**src/rtl/rtc_timekeeper_pkg.sv**
```systemverilog
// Shared constants and helpers for the real-time clock (package rtc_pkg).
// Optional alarm feature is controlled by the RTC_ALARM_EN macro.
package rtc_pkg;

    localparam int SEC_W  = 6;
    localparam int MIN_W  = 6;
    localparam int HOUR_W = 5;

    localparam logic [SEC_W-1:0]  SEC_MAX  = SEC_W'(59);
    localparam logic [MIN_W-1:0]  MIN_MAX  = MIN_W'(59);
    localparam logic [HOUR_W-1:0] HOUR_MAX = HOUR_W'(23);

    // Convert an internal 0..23 hour into the 1..12 display form.
    function automatic logic [HOUR_W-1:0] to_12h(input logic [HOUR_W-1:0] hour);
        if (hour == '0)
            return HOUR_W'(12);
        else if (hour > HOUR_W'(12))
            return hour - HOUR_W'(12);
        else
            return hour;
    endfunction

endpackage

```
**src/rtl/rtc_timekeeper_if.sv**
```systemverilog
// Control/load/status bundle of the real-time clock.
// The al_* members and alarm are only functional with RTC_ALARM_EN defined.
interface rtc_timekeeper_if;
    import rtc_pkg::*;

    logic              run;
    logic              mode_24h;
    logic              ld;
    logic [SEC_W-1:0]  ld_sec;
    logic [MIN_W-1:0]  ld_min;
    logic [HOUR_W-1:0] ld_hour;
    logic              ld_err;
    logic [SEC_W-1:0]  sec;
    logic [MIN_W-1:0]  min;
    logic [HOUR_W-1:0] hours;
    logic              pm;
    logic              sec_stb;
    logic              min_stb;
    logic              hour_stb;
    logic              day_stb;
    logic              al_ld;
    logic [MIN_W-1:0]  al_min;
    logic [HOUR_W-1:0] al_hour;
    logic              alarm;

    modport master (
        output run, mode_24h, ld, ld_sec, ld_min, ld_hour, al_ld, al_min, al_hour,
        input  ld_err, sec, min, hours, pm, sec_stb, min_stb, hour_stb, day_stb, alarm
    );

    modport slave (
        input  run, mode_24h, ld, ld_sec, ld_min, ld_hour, al_ld, al_min, al_hour,
        output ld_err, sec, min, hours, pm, sec_stb, min_stb, hour_stb, day_stb, alarm
    );

endinterface

```
**src/rtl/rtc_timekeeper_prescaler.sv**
```systemverilog
// Divides clk down to a one-cycle tick every CLK_DIV cycles while run is high.
// clr restarts the count so a fresh second begins after a time load.
module rtc_prescaler #(
    parameter int CLK_DIV = 1
) (
    input  logic clk,
    input  logic rst,
    input  logic run,
    input  logic clr,
    output logic tick
);

    localparam int PW = (CLK_DIV > 1) ? $clog2(CLK_DIV) : 1;
    localparam logic [PW-1:0] LAST = PW'(CLK_DIV - 1);

    logic [PW-1:0] pcnt;

    assign tick = run && (pcnt == LAST);

    // Count cycles of the current second; hold when stopped.
    always_ff @(posedge clk or posedge rst) begin
        if (rst)
            pcnt <= '0;
        else if (clr)
            pcnt <= '0;
        else if (run)
            pcnt <= (pcnt == LAST) ? '0 : pcnt + PW'(1);
    end

endmodule

```
**src/rtl/rtc_timekeeper.sv**
```systemverilog
// Real-time clock: seconds/minutes/hours with load, run/stop, 12h/24h display
// and rollover strobes. Optional alarm compare enabled by RTC_ALARM_EN.
module rtc_timekeeper
    import rtc_pkg::*;
#(
    parameter int CLK_DIV  = 1,
    parameter int RST_HOUR = 0
) (
    input  logic           clk,
    input  logic           rst,
    rtc_timekeeper_if.slave bus
);

    logic              tick;
    logic              ld_ok;
    logic              ld_bad;
    logic              al_bad;
    logic [SEC_W-1:0]  sec_r;
    logic [MIN_W-1:0]  min_r;
    logic [HOUR_W-1:0] hour_r;
    logic              sec_stb_r, min_stb_r, hour_stb_r, day_stb_r;
    logic              ld_err_r;
    logic              sec_wrap, min_wrap, hour_wrap;
    logic [SEC_W-1:0]  sec_inc;
    logic [MIN_W-1:0]  min_inc;
    logic [HOUR_W-1:0] hour_inc;
    logic [MIN_W-1:0]  min_after;
    logic [HOUR_W-1:0] hour_after;

    rtc_prescaler #(.CLK_DIV(CLK_DIV)) u_presc (
        .clk  (clk),
        .rst  (rst),
        .run  (bus.run),
        .clr  (ld_ok),
        .tick (tick)
    );

    // Range check of a time load request.
    always_comb begin
        ld_bad = 1'b0;
        if (bus.ld && (bus.ld_sec > SEC_MAX || bus.ld_min > MIN_MAX || bus.ld_hour > HOUR_MAX))
            ld_bad = 1'b1;
        ld_ok = bus.ld && !ld_bad;
    end

    // Incremented field values and the time a tick would produce.
    always_comb begin
        sec_wrap   = (sec_r == SEC_MAX);
        min_wrap   = (min_r == MIN_MAX);
        hour_wrap  = (hour_r == HOUR_MAX);
        sec_inc    = sec_wrap  ? '0 : sec_r + SEC_W'(1);
        min_inc    = min_wrap  ? '0 : min_r + MIN_W'(1);
        hour_inc   = hour_wrap ? '0 : hour_r + HOUR_W'(1);
        min_after  = sec_wrap ? min_inc : min_r;
        hour_after = (sec_wrap && min_wrap) ? hour_inc : hour_r;
    end

    // Time state and strobes; an accepted load beats a coincident tick.
    always_ff @(posedge clk or posedge rst) begin
        if (rst) begin
            sec_r      <= '0;
            min_r      <= '0;
            hour_r     <= HOUR_W'(RST_HOUR);
            sec_stb_r  <= 1'b0;
            min_stb_r  <= 1'b0;
            hour_stb_r <= 1'b0;
            day_stb_r  <= 1'b0;
            ld_err_r   <= 1'b0;
        end else begin
            sec_stb_r  <= 1'b0;
            min_stb_r  <= 1'b0;
            hour_stb_r <= 1'b0;
            day_stb_r  <= 1'b0;
            ld_err_r   <= ld_bad || al_bad;
            if (ld_ok) begin
                sec_r  <= bus.ld_sec;
                min_r  <= bus.ld_min;
                hour_r <= bus.ld_hour;
            end else if (tick) begin
                sec_r     <= sec_inc;
                min_r     <= min_after;
                hour_r    <= hour_after;
                sec_stb_r <= 1'b1;
                if (sec_wrap) begin
                    min_stb_r <= 1'b1;
                    if (min_wrap) begin
                        hour_stb_r <= 1'b1;
                        if (hour_wrap)
                            day_stb_r <= 1'b1;
                    end
                end
            end
        end
    end

`ifdef RTC_ALARM_EN
    logic [MIN_W-1:0]  al_min_r;
    logic [HOUR_W-1:0] al_hour_r;
    logic              alarm_r;

    // Range check of an alarm load request.
    always_comb begin
        al_bad = bus.al_ld && (bus.al_min > MIN_MAX || bus.al_hour > HOUR_MAX);
    end

    // Alarm registers and the alarm pulse, which only a tick can trigger.
    always_ff @(posedge clk or posedge rst) begin
        if (rst) begin
            al_min_r  <= '0;
            al_hour_r <= '0;
            alarm_r   <= 1'b0;
        end else begin
            if (bus.al_ld && !al_bad) begin
                al_min_r  <= bus.al_min;
                al_hour_r <= bus.al_hour;
            end
            alarm_r <= !ld_ok && tick && sec_wrap &&
                       (min_after == al_min_r) && (hour_after == al_hour_r);
        end
    end

    assign bus.alarm = alarm_r;
`else
    logic unused_al;

    assign unused_al = ^{bus.al_ld, bus.al_min, bus.al_hour};
    assign al_bad    = 1'b0;
    assign bus.alarm = 1'b0;
`endif

    assign bus.sec      = sec_r;
    assign bus.min      = min_r;
    assign bus.hours    = bus.mode_24h ? hour_r : to_12h(hour_r);
    assign bus.pm       = (hour_r >= HOUR_W'(12));
    assign bus.sec_stb  = sec_stb_r;
    assign bus.min_stb  = min_stb_r;
    assign bus.hour_stb = hour_stb_r;
    assign bus.day_stb  = day_stb_r;
    assign bus.ld_err   = ld_err_r;

endmodule

```
**src/flat_wrapper.sv**
```systemverilog
// flat-port wrapper written by rule: the top's interface ports become plain ports
module rtc_timekeeper_flat import rtc_pkg::*;
#(
    parameter int CLK_DIV  = 1,
    parameter int RST_HOUR = 0
)
  (clk, rst, bus_run, bus_mode_24h, bus_ld, bus_ld_sec, bus_ld_min, bus_ld_hour, bus_al_ld, bus_al_min, bus_al_hour, bus_ld_err, bus_sec, bus_min, bus_hours, bus_pm, bus_sec_stb, bus_min_stb, bus_hour_stb, bus_day_stb, bus_alarm);
  rtc_timekeeper_if bus_i ();
  input  logic clk;
  input  logic rst;
  input wire logic [$bits(bus_i.run)-1:0] bus_run;
  input wire logic [$bits(bus_i.mode_24h)-1:0] bus_mode_24h;
  input wire logic [$bits(bus_i.ld)-1:0] bus_ld;
  input wire logic [$bits(bus_i.ld_sec)-1:0] bus_ld_sec;
  input wire logic [$bits(bus_i.ld_min)-1:0] bus_ld_min;
  input wire logic [$bits(bus_i.ld_hour)-1:0] bus_ld_hour;
  input wire logic [$bits(bus_i.al_ld)-1:0] bus_al_ld;
  input wire logic [$bits(bus_i.al_min)-1:0] bus_al_min;
  input wire logic [$bits(bus_i.al_hour)-1:0] bus_al_hour;
  output wire logic [$bits(bus_i.ld_err)-1:0] bus_ld_err;
  output wire logic [$bits(bus_i.sec)-1:0] bus_sec;
  output wire logic [$bits(bus_i.min)-1:0] bus_min;
  output wire logic [$bits(bus_i.hours)-1:0] bus_hours;
  output wire logic [$bits(bus_i.pm)-1:0] bus_pm;
  output wire logic [$bits(bus_i.sec_stb)-1:0] bus_sec_stb;
  output wire logic [$bits(bus_i.min_stb)-1:0] bus_min_stb;
  output wire logic [$bits(bus_i.hour_stb)-1:0] bus_hour_stb;
  output wire logic [$bits(bus_i.day_stb)-1:0] bus_day_stb;
  output wire logic [$bits(bus_i.alarm)-1:0] bus_alarm;
  assign bus_i.run = bus_run;
  assign bus_i.mode_24h = bus_mode_24h;
  assign bus_i.ld = bus_ld;
  assign bus_i.ld_sec = bus_ld_sec;
  assign bus_i.ld_min = bus_ld_min;
  assign bus_i.ld_hour = bus_ld_hour;
  assign bus_i.al_ld = bus_al_ld;
  assign bus_i.al_min = bus_al_min;
  assign bus_i.al_hour = bus_al_hour;
  assign bus_ld_err = bus_i.ld_err;
  assign bus_sec = bus_i.sec;
  assign bus_min = bus_i.min;
  assign bus_hours = bus_i.hours;
  assign bus_pm = bus_i.pm;
  assign bus_sec_stb = bus_i.sec_stb;
  assign bus_min_stb = bus_i.min_stb;
  assign bus_hour_stb = bus_i.hour_stb;
  assign bus_day_stb = bus_i.day_stb;
  assign bus_alarm = bus_i.alarm;
  rtc_timekeeper #(.CLK_DIV(CLK_DIV), .RST_HOUR(RST_HOUR)) u_core (.clk(clk), .rst(rst), .bus(bus_i));
endmodule
```
**config.mk**
```make
export PLATFORM = sky130hd
export DESIGN_NAME = rtc_timekeeper_flat
export DESIGN_NICKNAME = d
export VERILOG_FILES = /design/src/rtl/rtc_timekeeper_pkg.sv /design/src/rtl/rtc_timekeeper_if.sv /design/src/rtl/rtc_timekeeper_prescaler.sv /design/src/rtl/rtc_timekeeper.sv /design/src/flat_wrapper.sv
export SDC_FILE = /design/constraint.sdc
export NUM_CORES = 1
export LEC_CHECK = 0
export ABC_AREA = 0
export CELL_PAD_IN_SITES_DETAIL_PLACEMENT = 0
export CELL_PAD_IN_SITES_GLOBAL_PLACEMENT = 1
export CORE_UTILIZATION = 30
export CTS_CLUSTER_DIAMETER = 150
export CTS_CLUSTER_SIZE = 40
export DETAILED_ROUTE_END_ITERATION = 10
export PLACE_DENSITY_LB_ADDON = 0.1
export SYNTH_ARGS = -nofsm -noshare
export SYNTH_HDL_FRONTEND = slang
export SYNTH_SLANG_ARGS = --single-unit
```
**constraint.sdc**
```tcl
create_clock -name clk -period 2.2 [get_ports clk]
set_clock_uncertainty 0.1 [all_clocks]
set_input_delay 0.22 -clock clk [delete_from_list [all_inputs] [get_ports clk]]
set_output_delay 0.22 -clock clk [all_outputs]
set_load 0.03 [all_outputs]
```
==> metrics, run 1 <==
Synth area leader dfrtp_1; FILL cells 452; Final Hold Viols 0; Finished Core Util 45.5%; Tightest Hold Check Type in -> async; reg2reg end u_core.hour_r[2]; RSZ-0062 raised after global routing false; Die Ht 70.7 um; top cells by count, synth 22 x dfrtp_1, 18 x nor2_1, 14 x a31oi_1; status finished, violations left; Initial DRC Count 69; Ports 58; Seq/Total Area, Yosys 38.9%; Finished Layout Cells 268; endpoints failing setup 0; DR vias 1,444; Gate Count Post-Synth 162; Initial Util 31.8%; area share of the largest cell type after synthesis 38.9%; synth top area cells dfrtp_1 39%, a31oi_1 6.2%, ha_1 6.2%, nor2_1 4.8%, o21ai_0 3.9%; Clock Power Share 20.5%; Main synth FF type dfrtp_1; Int Pwr 0.907 mW; sw frac 39.0%; synthesis-stage register bit count 22; minimum clock period after layout 2.04 ns; sequential share of power 36.1%; worst-skew pair later-pin latency 0.27 ns; H-tree depth 1; Max IR drop VDD 332 uV; Reg2Reg Setup Slack 0.21 ns; library cells used by synthesis 37; maximum clock frequency 490 MHz; crit end category output port; total CTS buffers 3; TNS Setup 0 ns; Tot GR Track Use 15.9%; Pleak 0.895 nW; pin count of the biggest net entering global routing 23; first-pass GRT wire length 6.28 mm; net count reported at finish 258; WL per Instance 14.1 um; initial antenna violation count 0; CTS Hold Buffers Added 0; Switch Pwr 0.579 mW; vias per cell 5.39; drt pass-1 iters 7; RR Startpoint u_core.bus.min[0]; Logic pwr share 43.4%; Die Area 4990 um^2; clock tree buffer depth 2; Synth Cell Area 1410 um^2; Critical Path RT 1.88 ns; CP arrival 1.72 ns; GPL Wtd Cong 0.801; Port Buffers 44; Synthesized Nets 203; Synth async-reset ratio 100%; setup bufs post-CTS 0; # DRC 8; post-detail-place hpwl 2.90 mm; count leader, synth dfrtp_1; Tcrit/Tclk final 92.7%; Yosys warnings 0; Worst-path clk slew 0.09 ns; WL final 3.78 mm; CP startpoint kind flip-flop; Max FO, Critical Path 7; Slew Limit Fails 0; clock sinks 22; Die X 70.7 um; number of cells on the worst reg-to-reg path 6; Max-Cap Viols 0; Post-synth EDFFs 0; cell row count 24; P per Cell Area 734 nW/um^2; ant diodes 0; CTS tree built; Avg Cell Area, Syn 8.73 um^2; antenna viol nets, final 0; Crit Path Category reg -> out; placed cell count 264; vias in the first global route 1,365; share of cells above drive strength 1 12.0%; Syn-to-layout area delta 43.1%; grt ovf 0; failing checks design-rule violations; Core Footprint 4440 um^2; clock root buffer clkbuf_8
sequential cells by signal, summed over array words and instances, names as in the netlist:
register	count
u_core.hour_r	5
u_core.bus.day_stb	1
u_core.bus.min_stb	1
u_core.bus.sec	6
u_core.bus.min	6
u_core.bus.ld_err	1
u_core.bus.sec_stb	1
u_core.bus.hour_stb	1
how the worst max path moves through the flow:
stage          slack [ns]            to              from
2_1_floorplan        0.03  bus_hours[2]  u_core.hour_r[4]
3_3_place_gp         0.05  bus_hours[3]      bus_mode_24h
3_5_place_dp         0.02  bus_hours[3]      bus_mode_24h
4_1_cts              0.02  bus_hours[3]  u_core.hour_r[2]
5_1_grt            0.0005  bus_hours[2]  u_core.hour_r[2]
6_report             0.16  bus_hours[2]  u_core.hour_r[2]
power groups by stage:
stage	clock (mW)	sequential, mW	combinational [mW]
after global placement	0	0.539	0.649
final	0.305	0.536	0.645
after global routing	0.332	0.550	0.705
after floorplan	0	0.627	0.295
after CTS	0.310	0.536	0.652
after detailed placement	0	0.542	0.664
cell families (layout without fill, tap and decap cells):
kind of cell	after synthesis	after routing	share of synthesized area (%)
AND/OR/NAND/NOR	67	67	26.0
AO/OA/AOI/OAI	42	42	18.5
flip-flops	22	22	38.9
buffers and inverters	17	71	5.66
adder cells (fa/ha/maj)	7	7	6.19
multiplexers	6	6	4.42
other	1	1	0.265
cells in the final DEF, fill, tap and decap left out, types with 2 or more instances in the layout:
cell and instances:
a21boi_0 2, a21oi_1 7, a31oi_1 14, and2_1 2, and3_1 2, and3b_1 2
buf_4 15, clkbuf_8 4, clkdlybuf4s50_1 38, dfrtp_1 21, dlygate4sd2_1 4, ha_1 7
inv_1 9, mux2_2 2, mux2i_1 4, nand2_1 12, nand3_1 7, nand3b_1 5
nand4_1 5, nor2_1 18, nor2b_1 2, nor3_1 2, o21ai_0 11, or3_1 4
or4_1 2
metrics by stage:
stage	instance area, um^2	setup WS, ns	hold slack (ns)	power [mW]
2_1_floorplan	1410	0.0302	0.109	0.922
3_3_place_gp	1980	0.0468	0.491	1.19
3_5_place_dp	1980	0.0190	0.493	1.21
4_1_cts	2020	0.0162	0.215	1.50
5_1_grt	2020	0.000514	0.222	1.59
6_report	2020	0.161	0.193	1.49
layer usage:
metal  routed length, um  GRT usage, %  up-vias
li1                    -             -      700
met3                 204          2.14        6
met2                1800          27.6       52
met5                   0             0        -
met4                  41          4.44        0
met1                1730          20.7      686
critical path, cell delays in order (launching register included):
cell and delay [ns]:
dfrtp_2 0.46, ha_1 0.26, nand2_1 0.11, a31oi_1 0.10, o21ai_0 0.18, o311ai_0 0.15
buf_4 0.19
cell type report:
class / count / area, um^2 / share of cell area, %
flip-flops and latches: 22 / 552 / 27.3
inverters: 9 / 33.8 / 1.67
well taps: 52 / 65.1 / 3.22
repair buffers: 58 / 533 / 26.3
clock buffers: 4 / 55.1 / 2.72
multi-input cells: 123 / 785 / 38.8
timing repair:
item	4_1_cts	5_1_grt
endpoints found under the setup margin	5	3
resized for setup	5	4
hold endpoints to repair	0	0
Power figures use the tool's default switching activity.
==> run 2: changes to the inputs <==
--- a/config.mk
+++ b/config.mk
@@ -12,6 +12,7 @@
 export CTS_CLUSTER_DIAMETER = 150
 export CTS_CLUSTER_SIZE = 40
 export DETAILED_ROUTE_END_ITERATION = 10
+export GPL_TIMING_DRIVEN = 0
 export PLACE_DENSITY_LB_ADDON = 0.1
 export SYNTH_ARGS = -nofsm -noshare
 export SYNTH_HDL_FRONTEND = slang
==> metrics, run 2 (same netlist as run 1, synthesis figures left out) <==
Tot GR Track Use 16.4%; worst hold start bus_run; final hold slack 0.153 ns; grt ovf 0; Place WS -0.234 ns; post-detail-place hpwl 2.81 mm; Setup crit start u_core.hour_r[2]; total CTS buffers 3; TNS Setup 0 ns; placed cell count 257; P per Cell Area 740 nW/um^2; CP startpoint kind flip-flop; CTS tree built; Finished Layout Cells 262; Core Footprint 4440 um^2; pin count of the biggest net entering global routing 23; endpoints failing setup 0; clock sinks 22; clock root buffer clkbuf_8; worst-margin pin slew 0.904 ns; maximum clock frequency 477 MHz; clock tree buffer depth 2; WL per Instance 14.7 um; net count reported at finish 252; ant diodes 0; Port Buffers 43; initial antenna violation count 0; commonest non-fill, non-tap cell in the layout clkdlybuf4s50_1; RSZ-0062 raised after global routing false; Tcrit/Tclk final 95.3%; share of cells above drive strength 1 10.5%; Cell Chain, Critical Path inv_1 -> ha_1 -> nand2_1 -> or3_1 -> o311ai_1 -> buf_4; Crit-path slowest cell dfrtp_2; Finished Core Util 44.4%; status finished, violations left; H-tree depth 1; Max IR drop VDD 255 uV; Max-Cap Viols 0; CP arrival 1.78 ns; Crit Path Category reg -> out; first-pass GRT wire length 6.49 mm; vias per cell 5.39; GPL Wtd Cong 0.789; Initial Util 31.8%; Final WS setup 0.103 ns; drt pass-1 iters 9; Ports 58; minimum clock period after layout 2.10 ns; Max FO, Critical Path 7; vias in the first global route 1,339; WP buf/inv 2; Die Ht 70.7 um; Final Hold Viols 0; # DRC 8; crit end category output port; WL final 3.86 mm; Die Area 4990 um^2; crit-path leading delay family flip-flops; Pleak 0.854 nW; Initial DRC Count 60; Tightest Hold Check Type in -> reg; RR Startpoint u_core.bus.min[0]; Syn-to-layout area delta 39.6%; cell row count 24; max incr delay on CP 0.46 ns; DR vias 1,411; worst-skew pair later-pin latency 0.26 ns; Critical Path RT 1.88 ns; antenna viol nets, final 0; failing checks design-rule violations; relative max-transition margin 39.6%; highest-count cells in the layout ignoring fill and taps 37 x clkdlybuf4s50_1, 20 x dfrtp_1, 18 x nor2_1; Die X 70.7 um; Worst-path clk slew 0.08 ns; Slew Limit Fails 0; FILL cells 436
## run 2: worst paths after layout
kind	to	slack, ns	depth (start not counted)
max	bus_hours[2]	0.10	6
min	u_core.bus.sec_stb	0.15	2
max reg2reg	u_core.hour_r[3]	0.15	5
min reg2reg	u_core.hour_r[0]	0.52	2
max in group asynchronous	u_core.hour_r[3]	1.03	2
min in group asynchronous	u_core.hour_r[4]	0.36	2
## run 2: per-layer routing
metal / share of wire (%) / GRT usage [%] / vias to the layer above
met5: 0 / 0 / -
met2: 45 / 24.7 / 41
met4: 1.8 / 6.00 / 0
met3: 4.7 / 2.56 / 8
li1: - / - / 682
met1: 49 / 23.8 / 680
## run 2: final cells by class
type	count	area (um^2)	share of cell area, %
Inverter	9	33.8	1.71
Timing Repair Buffer	44	425	21.5
Tap cell	52	65.1	3.30
Buffer	8	46.3	2.34
Sequential cell	22	553	28.0
Clock buffer	4	55.1	2.79
Multi-Input combinational cell	123	796	40.3
## run 2: repair_timing
item / in CTS / in global routing
hold buffers: 0 / 0
gates resized for setup: 12 / 13
setup buffers: 0 / 1
endpoints found under the setup margin: 6 / 7
## run 2: power by group
part,switching (mW),internal [mW],total [mW]
registers,0.0837,0.464,0.548
clock network,0.136,0.160,0.296
logic,0.354,0.263,0.617
total,0.573,0.887,1.46
## run 2: per-stage QoR
| step | area, um^2 | power [mW] |
|---|---|---|
| 6_report | 1970 | 1.46 |
| 5_1_grt | 1970 | 1.56 |
| 4_1_cts | 1960 | 1.47 |
| 3_5_place_dp | 1910 | 1.18 |
| 3_3_place_gp | 1910 | 1.17 |
| 2_1_floorplan | 1410 | 0.922 |
